===== config.mk =====
export PLATFORM = sky130hd
export DESIGN_NAME = bounce_generator_flat
export DESIGN_NICKNAME = d
export VERILOG_FILES = /design/src/rtl/bounce_generator_if.sv /design/src/rtl/bounce_generator.sv /design/src/flat_wrapper.sv
export SDC_FILE = /design/constraint.sdc
export NUM_CORES = 1
export LEC_CHECK = 0
export CAP_MARGIN = 40
export CORE_ASPECT_RATIO = 0.9
export CORE_UTILIZATION = 61
export CTS_BUF_LIST = sky130_fd_sc_hd__clkbuf_8 sky130_fd_sc_hd__clkbuf_16
export DETAILED_ROUTE_END_ITERATION = 10
export PLACE_DENSITY = 0.86
export SYNTH_ARGS = -nofsm -noshare
export SYNTH_HDL_FRONTEND = slang
export SYNTH_SLANG_ARGS = --single-unit

===== constraint.sdc =====
create_clock -name clk -period 6.3 [get_ports clk]
set_clock_uncertainty 0.15 [all_clocks]
set_input_delay 1.575 -clock clk [delete_from_list [all_inputs] [get_ports clk]]
set_output_delay 1.575 -clock clk [all_outputs]
set_load 0.005 [all_outputs]

===== src/rtl/bounce_generator_if.sv =====
// Command/status bundle between a bounce_generator and whatever drives it.
// The master issues start requests; the slave (the generator) drives the bouncy line and status.
interface bounce_generator_if #(
    parameter int PLEN_W = 8,
    parameter int NB_W   = 4
);
    logic              start;
    logic              target;
    logic [NB_W-1:0]   nbounce;
    logic [PLEN_W-1:0] plen;
    logic              noisysignal;
    logic              busy;
    logic              done;

    modport master (
        output start, target, nbounce, plen,
        input  noisysignal, busy, done
    );

    modport slave (
        input  start, target, nbounce, plen,
        output noisysignal, busy, done
    );
endinterface


===== src/rtl/bounce_generator.sv =====
// Drives a deliberately bouncy line: N glitch pairs of P cycles each, then settles on target.
// Define BOUNCE_JITTER_EN to stretch every phase by 0..3 cycles from an 8-bit LFSR.
//
// state    | meaning
// ---------+------------------------------------------------------------
// S_IDLE   | line holds last settled level, waiting for start
// S_HI     | bounce phase with line = target
// S_LO     | bounce phase with line = ~target
// S_SETTLE | single done cycle, line = target; accepts start like idle
module bounce_generator #(
    parameter int PLEN_W = 8,
    parameter int NB_W   = 4
) (
    input  logic                clk,
    input  logic                reset,
    bounce_generator_if.slave   bus
);

`ifdef BOUNCE_JITTER_EN
    localparam int PH_W = PLEN_W + 1;
`else
    localparam int PH_W = PLEN_W;
`endif

    typedef enum logic [1:0] {
        S_IDLE   = 2'd0,
        S_HI     = 2'd1,
        S_LO     = 2'd2,
        S_SETTLE = 2'd3
    } state_t;

    state_t            state_q, state_d;
    logic [PH_W-1:0]   ph_q, ph_d;
    logic [NB_W-1:0]   bc_q, bc_d;
    logic              tgt_q, tgt_d;
    logic [PLEN_W-1:0] pl_q, pl_d;
    logic              noisy_q, noisy_d;
    logic              busy_q, busy_d;
    logic              done_q, done_d;

    logic              accept;
    logic [PLEN_W-1:0] plen_m1;
    logic [PH_W-1:0]   load_new;
    logic [PH_W-1:0]   load_cur;

    // pl_q holds P-1 so a zero plen behaves as a one-cycle phase
    assign plen_m1 = (bus.plen == '0) ? '0 : bus.plen - PLEN_W'(1);
    assign accept  = bus.start && ((state_q == S_IDLE) || (state_q == S_SETTLE));

`ifdef BOUNCE_JITTER_EN
    logic [7:0] lfsr_q;
    logic       lfsr_fb;

    assign lfsr_fb  = lfsr_q[7] ^ lfsr_q[5] ^ lfsr_q[4] ^ lfsr_q[3];
    assign load_new = PH_W'(plen_m1) + PH_W'(lfsr_q[1:0]);
    assign load_cur = PH_W'(pl_q) + PH_W'(lfsr_q[1:0]);

    always_ff @(posedge clk or posedge reset) begin
        if (reset) lfsr_q <= 8'hA5;
        else       lfsr_q <= {lfsr_q[6:0], lfsr_fb};
    end
`else
    assign load_new = PH_W'(plen_m1);
    assign load_cur = PH_W'(pl_q);
`endif

    // state, counters and the registered outputs
    always_ff @(posedge clk or posedge reset) begin
        if (reset) begin
            state_q <= S_IDLE;
            ph_q    <= '0;
            bc_q    <= '0;
            tgt_q   <= 1'b0;
            pl_q    <= '0;
            noisy_q <= 1'b0;
            busy_q  <= 1'b0;
            done_q  <= 1'b0;
        end else begin
            state_q <= state_d;
            ph_q    <= ph_d;
            bc_q    <= bc_d;
            tgt_q   <= tgt_d;
            pl_q    <= pl_d;
            noisy_q <= noisy_d;
            busy_q  <= busy_d;
            done_q  <= done_d;
        end
    end

    always_comb begin
        state_d = state_q;
        ph_d    = ph_q;
        bc_d    = bc_q;
        tgt_d   = tgt_q;
        pl_d    = pl_q;
        case (state_q)
            S_IDLE, S_SETTLE: begin
                state_d = S_IDLE;
                if (accept) begin
                    tgt_d = bus.target;
                    pl_d  = plen_m1;
                    if ((bus.target != noisy_q) && (bus.nbounce != '0)) begin
                        state_d = S_HI;
                        ph_d    = load_new;
                        bc_d    = bus.nbounce;
                    end
                end
            end
            S_HI: begin
                if (ph_q == '0) begin
                    state_d = S_LO;
                    ph_d    = load_cur;
                end else begin
                    ph_d = ph_q - PH_W'(1);
                end
            end
            S_LO: begin
                if (ph_q == '0) begin
                    bc_d = bc_q - NB_W'(1);
                    if (bc_q == NB_W'(1)) begin
                        state_d = S_SETTLE;
                    end else begin
                        state_d = S_HI;
                        ph_d    = load_cur;
                    end
                end else begin
                    ph_d = ph_q - PH_W'(1);
                end
            end
            default: state_d = S_IDLE;
        endcase
    end

    // outputs are computed from the upcoming state so they line up with it once registered
    always_comb begin
        noisy_d = noisy_q;
        busy_d  = 1'b0;
        done_d  = 1'b0;
        case (state_d)
            S_HI: begin
                noisy_d = tgt_d;
                busy_d  = 1'b1;
            end
            S_LO: begin
                noisy_d = ~tgt_d;
                busy_d  = 1'b1;
            end
            S_SETTLE: begin
                noisy_d = tgt_d;
                done_d  = 1'b1;
            end
            default: begin
                if (accept) begin
                    noisy_d = bus.target;
                    done_d  = 1'b1;
                end
            end
        endcase
    end

    assign bus.noisysignal = noisy_q;
    assign bus.busy        = busy_q;
    assign bus.done        = done_q;

endmodule


===== src/flat_wrapper.sv =====
// flat-port wrapper written by rule: the top's interface ports become plain ports
module bounce_generator_flat 
#(
    parameter int PLEN_W = 8,
    parameter int NB_W   = 4
)
  (clk, reset, bus_start, bus_target, bus_nbounce, bus_plen, bus_noisysignal, bus_busy, bus_done);
  bounce_generator_if #(.PLEN_W(PLEN_W), .NB_W(NB_W)) bus_i ();
  input  logic clk;
  input  logic reset;
  input wire logic [$bits(bus_i.start)-1:0] bus_start;
  input wire logic [$bits(bus_i.target)-1:0] bus_target;
  input wire logic [$bits(bus_i.nbounce)-1:0] bus_nbounce;
  input wire logic [$bits(bus_i.plen)-1:0] bus_plen;
  output wire logic [$bits(bus_i.noisysignal)-1:0] bus_noisysignal;
  output wire logic [$bits(bus_i.busy)-1:0] bus_busy;
  output wire logic [$bits(bus_i.done)-1:0] bus_done;
  assign bus_i.start = bus_start;
  assign bus_i.target = bus_target;
  assign bus_i.nbounce = bus_nbounce;
  assign bus_i.plen = bus_plen;
  assign bus_noisysignal = bus_i.noisysignal;
  assign bus_busy = bus_i.busy;
  assign bus_done = bus_i.done;
  bounce_generator #(.PLEN_W(PLEN_W), .NB_W(NB_W)) u_core (.clk(clk), .reset(reset), .bus(bus_i));
endmodule

# --- After elaboration in Yosys (flattened, before gate mapping) ---
# Index checks and enable logic that the tools add are counted.
op_classes:
  add_sub_neg: 3
  muxes: 24
  eq_ne: 12
  n_reduce_logical: 15
  bitwise_logic: 1
op_table:
  columns: ["op", "count"]
  rows:
  - ["$mux 8", 6]
  - ["$pmux 8 s3", 1]
  - ["$logic_not 8->1", 2]
  - ["$sub 8x1->8 const B", 2]
  - ["$mux 4", 3]
  - ["$eq 2x2->1 const B", 4]
  - ["$mux 2", 4]
  - ["$pmux 4 s2", 1]
  - ["$mux 1", 6]
  - ["$ne 2x1->1 const B", 3]
  - ["$pmux 2 s3", 1]
  - ["$reduce_or 2->1", 3]
  - ["$eq 2x1->1 const B", 2]
  - ["$eq 4x1->1 const B", 1]
  - ["$pmux 1 s2", 2]
  - ["$reduce_and 4->1", 1]
  - ["$reduce_bool 4->1", 1]
  - ["$sub 4x1->4 const B", 1]
  - ["$ne 3x3->1 const B", 1]
  - ["$reduce_and 3->1", 1]
  - ["$reduce_bool 3->1", 1]
  - ["$logic_and 1x1->1", 2]
  - ["$logic_not 2->1", 1]
  - ["$reduce_and 2->1", 1]
  - ["other kinds (4)", 4]
totals:
  out_inout_bits: 3
  register_bits: 26
  wordCells: 63

# --- Longest topological paths before layout ---
# Gate-level depths: netlist (run 1).
depth:
  word_depth: 8
  ltp_mapped: 10
  ltp_nobuf: 10

# --- Least setup slack after synthesis (run 1) ---
# No wires, ideal clock.
synth_path:
  path_kind: "in2reg"
  startpoint: "input port bus_start"
  endpoint: "register u_core.noisy_q, in the netlist u_core.bus.noisysignal"
  arrival_ps: 2807
  path_stages: 7
  setup_time_ps: 124
  slack_ps: 3219
  path_buffers: 1
  path_cell_list: "clkbuf_1 -> o41ai_1 -> nor3_1 -> nor2_1 -> ha_1 -> a21o_1 -> o31a_1"
synth_between:
  elab_chain_len: 6
  word_cells_on_any_way: 12
synth_lines:
  columns: ["item", "line_no", "source"]
  rows:
  - ["start: declaration", "flat_wrapper.sv:11", "input wire logic [$bits(bus_i.start)-1:0] bus_start;"]
  - ["$logic_and 1x1->1 (*)", "bounce_generator.sv:48", "assign accept = bus.start && ((state_q == S_IDLE) || (state_q == S_SETTLE));"]
  - ["$mux 2", "bounce_generator.sv:99", "if (accept) begin"]
  - ["$pmux 2 s3", "bounce_generator.sv:96", "case (state_q)"]
  - ["$eq 2x1->1 or $eq 2x2->1 (tied branches)", "bounce_generator.sv:139", "case (state_d)"]
  - ["$reduce_or 2->1 (no source line)", null, null]
  - ["$pmux 1 s2 or $reduce_bool 3->1 (tied branches)", null, null]
  - ["end signal: assignment", "bounce_generator.sv:84", "noisy_q <= noisy_d;"]
  - ["end: declaration", "bounce_generator.sv:37", "logic noisy_q, noisy_d;"]
# Every way passes the cells marked *; elsewhere a longest branch is shown, timed or not.
# A chain may end at the register's enable or synchronous reset.

# --- Worst setup path after layout (run 1) ---
layout_path:
  startpoint: "input port bus_plen[4]"
  endpoint: "register u_core.ph_q[7]"
layout_between:
  elab_chain_len: 5
  word_cells_on_any_way: 6
layout_lines:
  columns: ["item", "line_no", "source"]
  rows:
  - ["start: declaration", "flat_wrapper.sv:14", "input wire logic [$bits(bus_i.plen)-1:0] bus_plen;"]
  - ["$sub 8x1->8 or $logic_not 8->1 (tied branches)", "bounce_generator.sv:47", "assign plen_m1 = (bus.plen == '0) ? '0 : bus.plen - PLEN_W'(1);"]
  - ["$mux 8 (*)", "bounce_generator.sv:47", null]
  - ["$mux 8 (*)", "bounce_generator.sv:102", "if ((bus.target != noisy_q) && (bus.nbounce != '0)) begin"]
  - ["$mux 8 (*)", "bounce_generator.sv:99", null]
  - ["$pmux 8 s3 (*)", "bounce_generator.sv:96", null]
  - ["end signal: assignment", "bounce_generator.sv:80", "ph_q <= ph_d;"]
  - ["end: declaration", "bounce_generator.sv:33", "logic [PH_W-1:0] ph_q, ph_d;"]
# Every way passes the cells marked *; elsewhere a longest branch is shown, timed or not. The select of a mux whose other input is x is not followed.

==> summary.md, run 1 <==
| Metric | Value |
|---|---|
| Status | `finished, final reports clean` |
| Num Clock Sinks | `26` |
| Largest net degree at the start of global routing | `23` |
| Switching power total | `345 uW` |
| Final Hold Vio Count | `0` |
| # fillers | `219` |
| Core area | `0.00284 mm^2` |
| Vert. Die Dim | `54.7 um` |
| Root Buffer | `clkbuf_8` |
| DR pass1 iterations | `5` |
| Buf/Inv on CP | `1` |
| Lkg Pwr | `0.000869 uW` |
| Final #Nets | `250` |
| Cts bufs inserted | `3` |
| Initial antenna violation count | `0` |
| Initial Utilization | `0.662` |
| R2R Setup Slk | `3.02 ns` |
| Hold WS | `0.360 ns` |
| Maxcap violations | `0` |
| Ys Warns | `0` |
| I/O pin count | `19` |
| Count of unique library cells instantiated by Yosys | `56` |
| CP max-delay cell | `or4_1` |
| Seq pwr share | `0.391` |
| Max Buffers Root-to-Sink | `2` |
| Power share of the clock group | `0.172` |
| Placed insts | `258` |
| Routed WL | `4.73 mm` |
| Worst Tran Pin Value | `0.675 ns` |
| GRT Total Usage | `0.321` |
| CTS Hold Bufs | `0` |
| Full die area | `0.00331 mm^2` |
| Gpl congestion | `0.922` |
| Setup TNS Final | `0 ns` |
| Top delay family on crit path | `simple AND/OR/NAND/NOR gates` |
| Crit-path max FO | `5` |
| TritonCTS clock tree | `built` |
| Final setup margin | `2.78 ns` |
| Total number of vias | `1779` |
| Top FF cell, synth | `dfrtp_1` |
| Routed len/inst | `18.0 um` |
| Slew Viols, Final | `0` |
| Non-Filler Instances | `262` |
| Detailed Place HPWL | `3.54 mm` |
| Layout area overhead | `15.8%` |
| Core Rows | `18` |
| Post-Syn Area | `0.00188 mm^2` |
| RSZ-0062 raised after global routing | `false` |
| Arrival time of the worst setup path | `3.53 ns` |
| Async SR Flop Fraction | `1.00` |
| Antenna Nets Post-Route | `0` |
| Detailed router's first-iteration violation count | `151` |
| Post-place setup slack | `2.53 ns` |
| Crit path time final | `3.52 ns` |
| Crit-path max cell delay | `0.64 ns` |
| Post-Syn Nets | `233` |
| Sw frac | `0.417` |
| EDFF count, synth | `0` |
| Total power draw | `827 uW` |
| # port buffers | `18` |
| Layout cell share with drive strength beyond 1 | `0.104` |
| Pwr dens | `380 mW/mm^2` |
| Worst ir drop on vdd | `0.000207 V` |
| Setup Fix Bufs, Post-CTS | `0` |
| Drt drc | `0` |
| H-tree lvl count | `1` |
| Vias in the first global route | `1651` |
| Global route total overflow | `0` |
| Synth area leaders | `dfrtp_1, ha_1, a21oi_1` |
| Worst-path clk slew | `0.10 ns` |
| Post_cts resized | `0` |
| Worst Setup End Kind | `flip-flop` |
| Worst hold path class | `reg -> reg` |
| Die X | `60.5 um` |
| Top-area cell type share of the netlist area | `0.346` |
| Register area share after synthesis | `0.346` |
| Wire length of the first global-routing pass | `7.76 mm` |
| CP Class | `in -> reg` |
| # setup viols final | `0` |
| Worst Path Required | `6.31 ns` |
| Synthesized area per cell | `9.12 um^2` |
| Seq cells post-synth | `26` |
| Synth Instances | `206` |
| Tcrit/Tclk final | `0.558` |
| Pint | `482 uW` |
| Vias per inst | `6.79` |
| Peak Freq | `284 MHz` |
| Comb pwr share | `0.437` |
| Ant diodes | `0` |
| Critical-path cell list | `clkdlybuf4s50_1 -> or4_1 -> or2_2 -> a211oi_1 -> o31ai_1` |
| Slew Limit Headroom | `0.550` |
| Worst-skew pair later-pin latency | `0.28 ns` |
| CP startpoint kind | `input port` |
| Area leader, netlist | `dfrtp_1` |
## state kept, by name, indices dropped and copies added, names as in the netlist
register	count
u_core.load_cur	8
u_core.bus.noisysignal	1
u_core.state_q	2
u_core.ph_q	8
u_core.bc_q	4
u_core.bus.done	1
u_core.bus.busy	1
u_core.tgt_q	1
## tightest hold or removal path, delay by kind of cell (launching register included)
kind	cells	cell delay (ns)
DFF	1	0.36
AOI/OAI and AO/OA	1	0.06
and+or+nand+nor	1	0.06
## cells in the final DEF, fill, tap and decap left out, drive strengths merged, types with 3 or more instances in the layout
master	Yosys	layout
a2111oi	3	3
a211o	3	3
a211oi	4	4
a21oi	14	14
a31oi	4	4
clkbuf	5	3
clkdlybuf4s50	0	18
dfrtp	26	26
ha	11	11
inv	18	18
mux2i	3	3
nand2	13	13
nand3	6	6
nor2	9	9
nor3	10	10
nor3b	3	3
nor4	3	3
o211ai	3	3
o21ai	10	10
o31a	3	3
o31ai	6	6
or2	4	4
or3	5	5
or4	4	4
xnor2	4	4
## power by group through the flow
stage          sequential, uW  combinational (uW)  clock (uW)
2_1_floorplan             299                 270           0
3_3_place_gp              318                 339           0
3_5_place_dp              323                 354           0
4_1_cts                   320                 356         142
5_1_grt                   332                 399         150
6_report                  323                 361         142
## logic make-up (layout without fill, tap and decap cells)
kind of cell               after synthesis  count (layout)  synth area share
xor gates and xnor gates                 5               5            0.0233
muxes                                    3               3            0.0160
adders and majority gates               11              11            0.0732
buffers and inverters                   26              42            0.0573
DFF                                     26              26             0.346
and+or+nand+nor                         65              65             0.202
AOI/OAI and AO/OA                       70              70             0.282
## per-stage QoR
| stage | instance area (um^2) | utilization |
|---|---|---|
| after floorplan | 1880 | - |
| after global placement | 2080 | 0.732 |
| after detailed placement | 2100 | 0.742 |
| after CTS | 2180 | 0.767 |
| after global routing | 2180 | 0.767 |
| final | 2180 | 0.767 |
## synthesized netlist by cell type, drive strengths merged, types with 5 or more instances
library cell and number:
nand2 13, nor3 10, ha 11, or3 5, dfrtp 26, nor2 9, o31ai 6, clkbuf 5
inv 18, nand3 6, a21oi 14, o21ai 10
## per-layer routing
| layer | GRT usage | routed length [um] | vias up | share of wire |
|---|---|---|---|---|
| met2 | 0.533 | 2240 | 90 | 0.47 |
| met3 | 0.0544 | 330 | 10 | 0.070 |
| met5 | 0 | 0 | - | 0 |
| met1 | 0.436 | 2100 | 862 | 0.44 |
| met4 | 0.0795 | 53 | 0 | 0.011 |
| li1 | - | - | 817 | - |
## layout make-up
| type | instances | area (um^2) | share of cell area |
|---|---|---|---|
| clock inverter | 1 | 30.0 | 0.0138 |
| tap | 40 | 50.0 | 0.0230 |
| multi-input combinational | 154 | 1120 | 0.515 |
| timing repair buffer | 20 | 215 | 0.0989 |
| clock buffer | 3 | 41.3 | 0.0190 |
| inverter | 18 | 67.6 | 0.0311 |
| sequential | 26 | 651 | 0.299 |
## path summary, 6_finish.rpt
kind | startpoint | cells after the start | endpoint
worst max-delay path | bus_plen[4] | 5 | u_core.ph_q[7]
worst min-delay path | u_core.load_cur[4] | 2 | u_core.load_cur[4]
worst max register to register | u_core.ph_q[0] | 9 | u_core.bus.noisysignal
worst min register to register | u_core.load_cur[4] | 2 | u_core.load_cur[4]
max in group asynchronous | reset | 3 | u_core.ph_q[4]
min in group asynchronous | reset | 2 | u_core.load_cur[3]
Note: power is estimated with default switching activity, not from simulation.
==> inputs of run 2 (changes only) <==
--- a/config.mk
+++ b/config.mk
@@ -7,10 +7,10 @@
 export LEC_CHECK = 0
 export CAP_MARGIN = 40
 export CORE_ASPECT_RATIO = 0.9
-export CORE_UTILIZATION = 61
+export CORE_UTILIZATION = 57
 export CTS_BUF_LIST = sky130_fd_sc_hd__clkbuf_8 sky130_fd_sc_hd__clkbuf_16
 export DETAILED_ROUTE_END_ITERATION = 10
-export PLACE_DENSITY = 0.86
+export PLACE_DENSITY = 0.81
 export SYNTH_ARGS = -nofsm -noshare
 export SYNTH_HDL_FRONTEND = slang
 export SYNTH_SLANG_ARGS = --single-unit
==> constraint.sdc (replaced) <==
create_clock -name clk -period 3.47 [get_ports clk]
set_clock_uncertainty 0.15 [all_clocks]
set_input_delay 0.8675 -clock clk [delete_from_list [all_inputs] [get_ports clk]]
set_output_delay 0.8675 -clock clk [all_outputs]
set_load 0.005 [all_outputs]
==> summary.md, run 2 (same netlist as run 1, synthesis figures left out) <==
| Metric | Value |
|---|---|
| # port buffers | `18 (unchanged)` |
| Crit-path max FO | `8 (was 5)` |
| Antenna Nets Post-Route | `0 (unchanged)` |
| Post_cts resized | `0 (unchanged)` |
| # fillers | `258 (was 219)` |
| Arrival time of the worst setup path | `2.95 ns (was 3.53 ns)` |
| Final #Nets | `253 (was 250)` |
| Top delay family on crit path | `compound AO/OA/AOI/OAI gates (was simple AND/OR/NAND/NOR gates)` |
| Worst Setup End Kind | `flip-flop (unchanged)` |
| # setup viols final | `0 (unchanged)` |
| Num Clock Sinks | `26 (unchanged)` |
| GRT Total Usage | `0.277 (was 0.321)` |
| Slew Limit Headroom | `0.643 (was 0.550)` |
| Status | `finished, final reports clean (unchanged)` |
| Routed len/inst | `17.1 um (was 18.0 um)` |
| Max Buffers Root-to-Sink | `2 (unchanged)` |
| Worst-path clk slew | `0.09 ns (was 0.10 ns)` |
| Largest net degree at the start of global routing | `27 (was 23)` |
| Non-Filler Instances | `267 (was 262)` |
| Ant diodes | `0 (unchanged)` |
| Lkg Pwr | `0.000869 uW (about the same)` |
| Initial Utilization | `0.608 (was 0.662)` |
| Critical-path cell list | `inv_1 -> ha_1 -> nor3b_2 -> nand2_1 -> a221oi_1 -> nor2_1 -> ha_1 -> a21o_1 -> o31a_1 (was clkdlybuf4s50_1 -> or4_1 -> or2_2 -> a211oi_1 -> o31ai_1)` |
| RSZ-0062 raised after global routing | `false (unchanged)` |
| Final Hold Vio Count | `0 (unchanged)` |
| Wire length of the first global-routing pass | `7.64 mm (was 7.76 mm)` |
| Worst Path Required | `3.49 ns (was 6.31 ns)` |
| Number of cells on the critical path | `9 (was 5)` |
| DR pass1 iterations | `4 (was 5)` |
| Crit-path max cell delay | `0.52 ns (was 0.64 ns)` |
| CP Class | `reg -> reg (was in -> reg)` |
| Maxcap violations | `0 (unchanged)` |
| R2R Setup Slk | `0.54 ns (was 3.02 ns)` |
| Reg2Reg Capture Point | `u_core.bus.noisysignal (unchanged)` |
| Root Buffer | `clkbuf_8 (unchanged)` |
| FF+latch area | `651 um^2 (unchanged)` |
| Area of the multi-input gates | `0.00112 mm^2 (unchanged)` |
| Buf/Inv on CP | `1 (unchanged)` |
| Routed WL | `4.56 mm (was 4.73 mm)` |
| Met2 Routed Length | `2.17 mm (was 2.24 mm)` |
| Cts bufs inserted | `3 (unchanged)` |
| Full die area | `0.00353 mm^2 (was 0.00331 mm^2)` |
| Max Used Layer | `met4 (unchanged)` |
| Pwr dens | `664 mW/mm^2 (was 380 mW/mm^2)` |
| Worst-skew pair later-pin latency | `0.27 ns (was 0.28 ns)` |
| Drt drc | `0 (unchanged)` |
| CP startpoint kind | `flip-flop (was input port)` |
| Total number of vias | `1723 (was 1779)` |
| Initial antenna violation count | `0 (unchanged)` |
| Vias per inst | `6.45 (was 6.79)` |
| Launch point of the worst path | `u_core.ph_q[0] (was bus_plen[4])` |
| Placed insts | `263 (was 258)` |
| Setup TNS Final | `0 ns (unchanged)` |
| Worst Hold Path Cells | `2 (unchanged)` |
| Global route total overflow | `0 (unchanged)` |
| Worst r2r src | `u_core.ph_q[0] (unchanged)` |
| Layout area overhead | `15.2% (was 15.8%)` |
| Slew Viols, Final | `0 (unchanged)` |
| CTS Hold Bufs | `0 (unchanged)` |
| Die X | `62.5 um (was 60.5 um)` |
| CP max-delay cell | `a221oi_1 (was or4_1)` |
| Commonest cells after routing, fill and taps aside | `dfrtp_1, inv_1, clkdlybuf4s50_1 (unchanged)` |
| Met3 WL post-DR | `337 um (was 330 um)` |
| Detailed Place HPWL | `3.42 mm (was 3.54 mm)` |
| Met1 wire length | `2.01 mm (was 2.10 mm)` |
| Gpl congestion | `0.858 (was 0.922)` |
| HP Start | `u_core.load_cur[3] (was u_core.load_cur[4])` |
| Core area | `0.00309 mm^2 (was 0.00284 mm^2)` |
| Most common cell after layout, fill and taps aside | `dfrtp_1 (unchanged)` |
| Crit path time final | `2.93 ns` |
| Peak Freq | `341 MHz` |
| Crit-path most repeated cell | `ha_1` |
| CP Capture Point | `u_core.bus.noisysignal (was u_core.ph_q[7])` |
| Worst ir drop on vdd | `0.000385 V (was 0.000207 V)` |
| Worst r2r path cells | `9 (unchanged)` |
| TritonCTS clock tree | `built (unchanged)` |
| Detailed router's first-iteration violation count | `174 (was 151)` |
| Vias in the first global route | `1651 (unchanged)` |
| Tcrit/Tclk final | `0.844` |
| Layout cell share with drive strength beyond 1 | `0.116 (was 0.104)` |
| Core Rows | `19 (was 18)` |
| Worst Tran Pin Value | `0.534 ns (was 0.675 ns)` |
| Vert. Die Dim | `56.5 um (was 54.7 um)` |
| Setup Fix Bufs, Post-CTS | `0 (unchanged)` |
| Worst hold path class | `reg -> reg (unchanged)` |
| H-tree lvl count | `1 (unchanged)` |
| I/O pin count | `19 (unchanged)` |
-- run 2: cell count changes in the layout (fill, tap and decap cells not counted) --
cell,delta
buf_16,-1
bufinv_16,-1
clkbuf_8,+1
buf_4,+4
-- run 2: stage by stage --
stage / hold WS (ns) / setup WS [ns] / cell area (um^2) / power (uW) / util
after floorplan: 0.300 / 0.810 / 1880 / 1030 / -
after global placement: 0.319 / 0.451 / 2110 / 1200 / 0.683
after detailed placement: 0.323 / 0.412 / 2110 / 1230 / 0.683
after CTS: 0.347 / 0.553 / 2160 / 1430 / 0.700
after global routing: 0.376 / 0.351 / 2160 / 1540 / 0.700
final: 0.353 / 0.540 / 2160 / 1440 / 0.700
-- run 2: layout make-up --
type,instances,share of cell area
timing repair buffer,23,0.101
clock buffer,4,0.0254
multi-input combinational,154,0.518
sequential,26,0.301
inverter,18,0.0312
tap,42,0.0243
-- run 2: layer usage --
layer / up-vias / global-route usage
met3: 6 / 0.0467
met5: - / 0
met1: 814 / 0.383
met4: 0 / 0.0797
met2: 78 / 0.449
li1: 825 / -
-- run 2: tightest hold or removal path: stages (launching register included) --
cell,delay (ns)
dfrtp_1,0.37
nand2_1,0.05
o21ai_0,0.06
-- run 2: how the worst min path moves through the flow --
stage | to | slack (ns)
detailed placement | u_core.load_cur[3] | 0.32
global route | u_core.load_cur[4] | 0.38
floorplan | u_core.load_cur[1] | 0.30
global placement | u_core.load_cur[3] | 0.32
finish | u_core.load_cur[3] | 0.35
CTS | u_core.load_cur[3] | 0.35
-- run 2: report_power, final --
part,leakage (uW),internal [uW],switching (uW)
registers,0.000311,423,153
clock network,0.0000288,102,99.4
logic,0.000529,302,357
total,0.000869,828,609
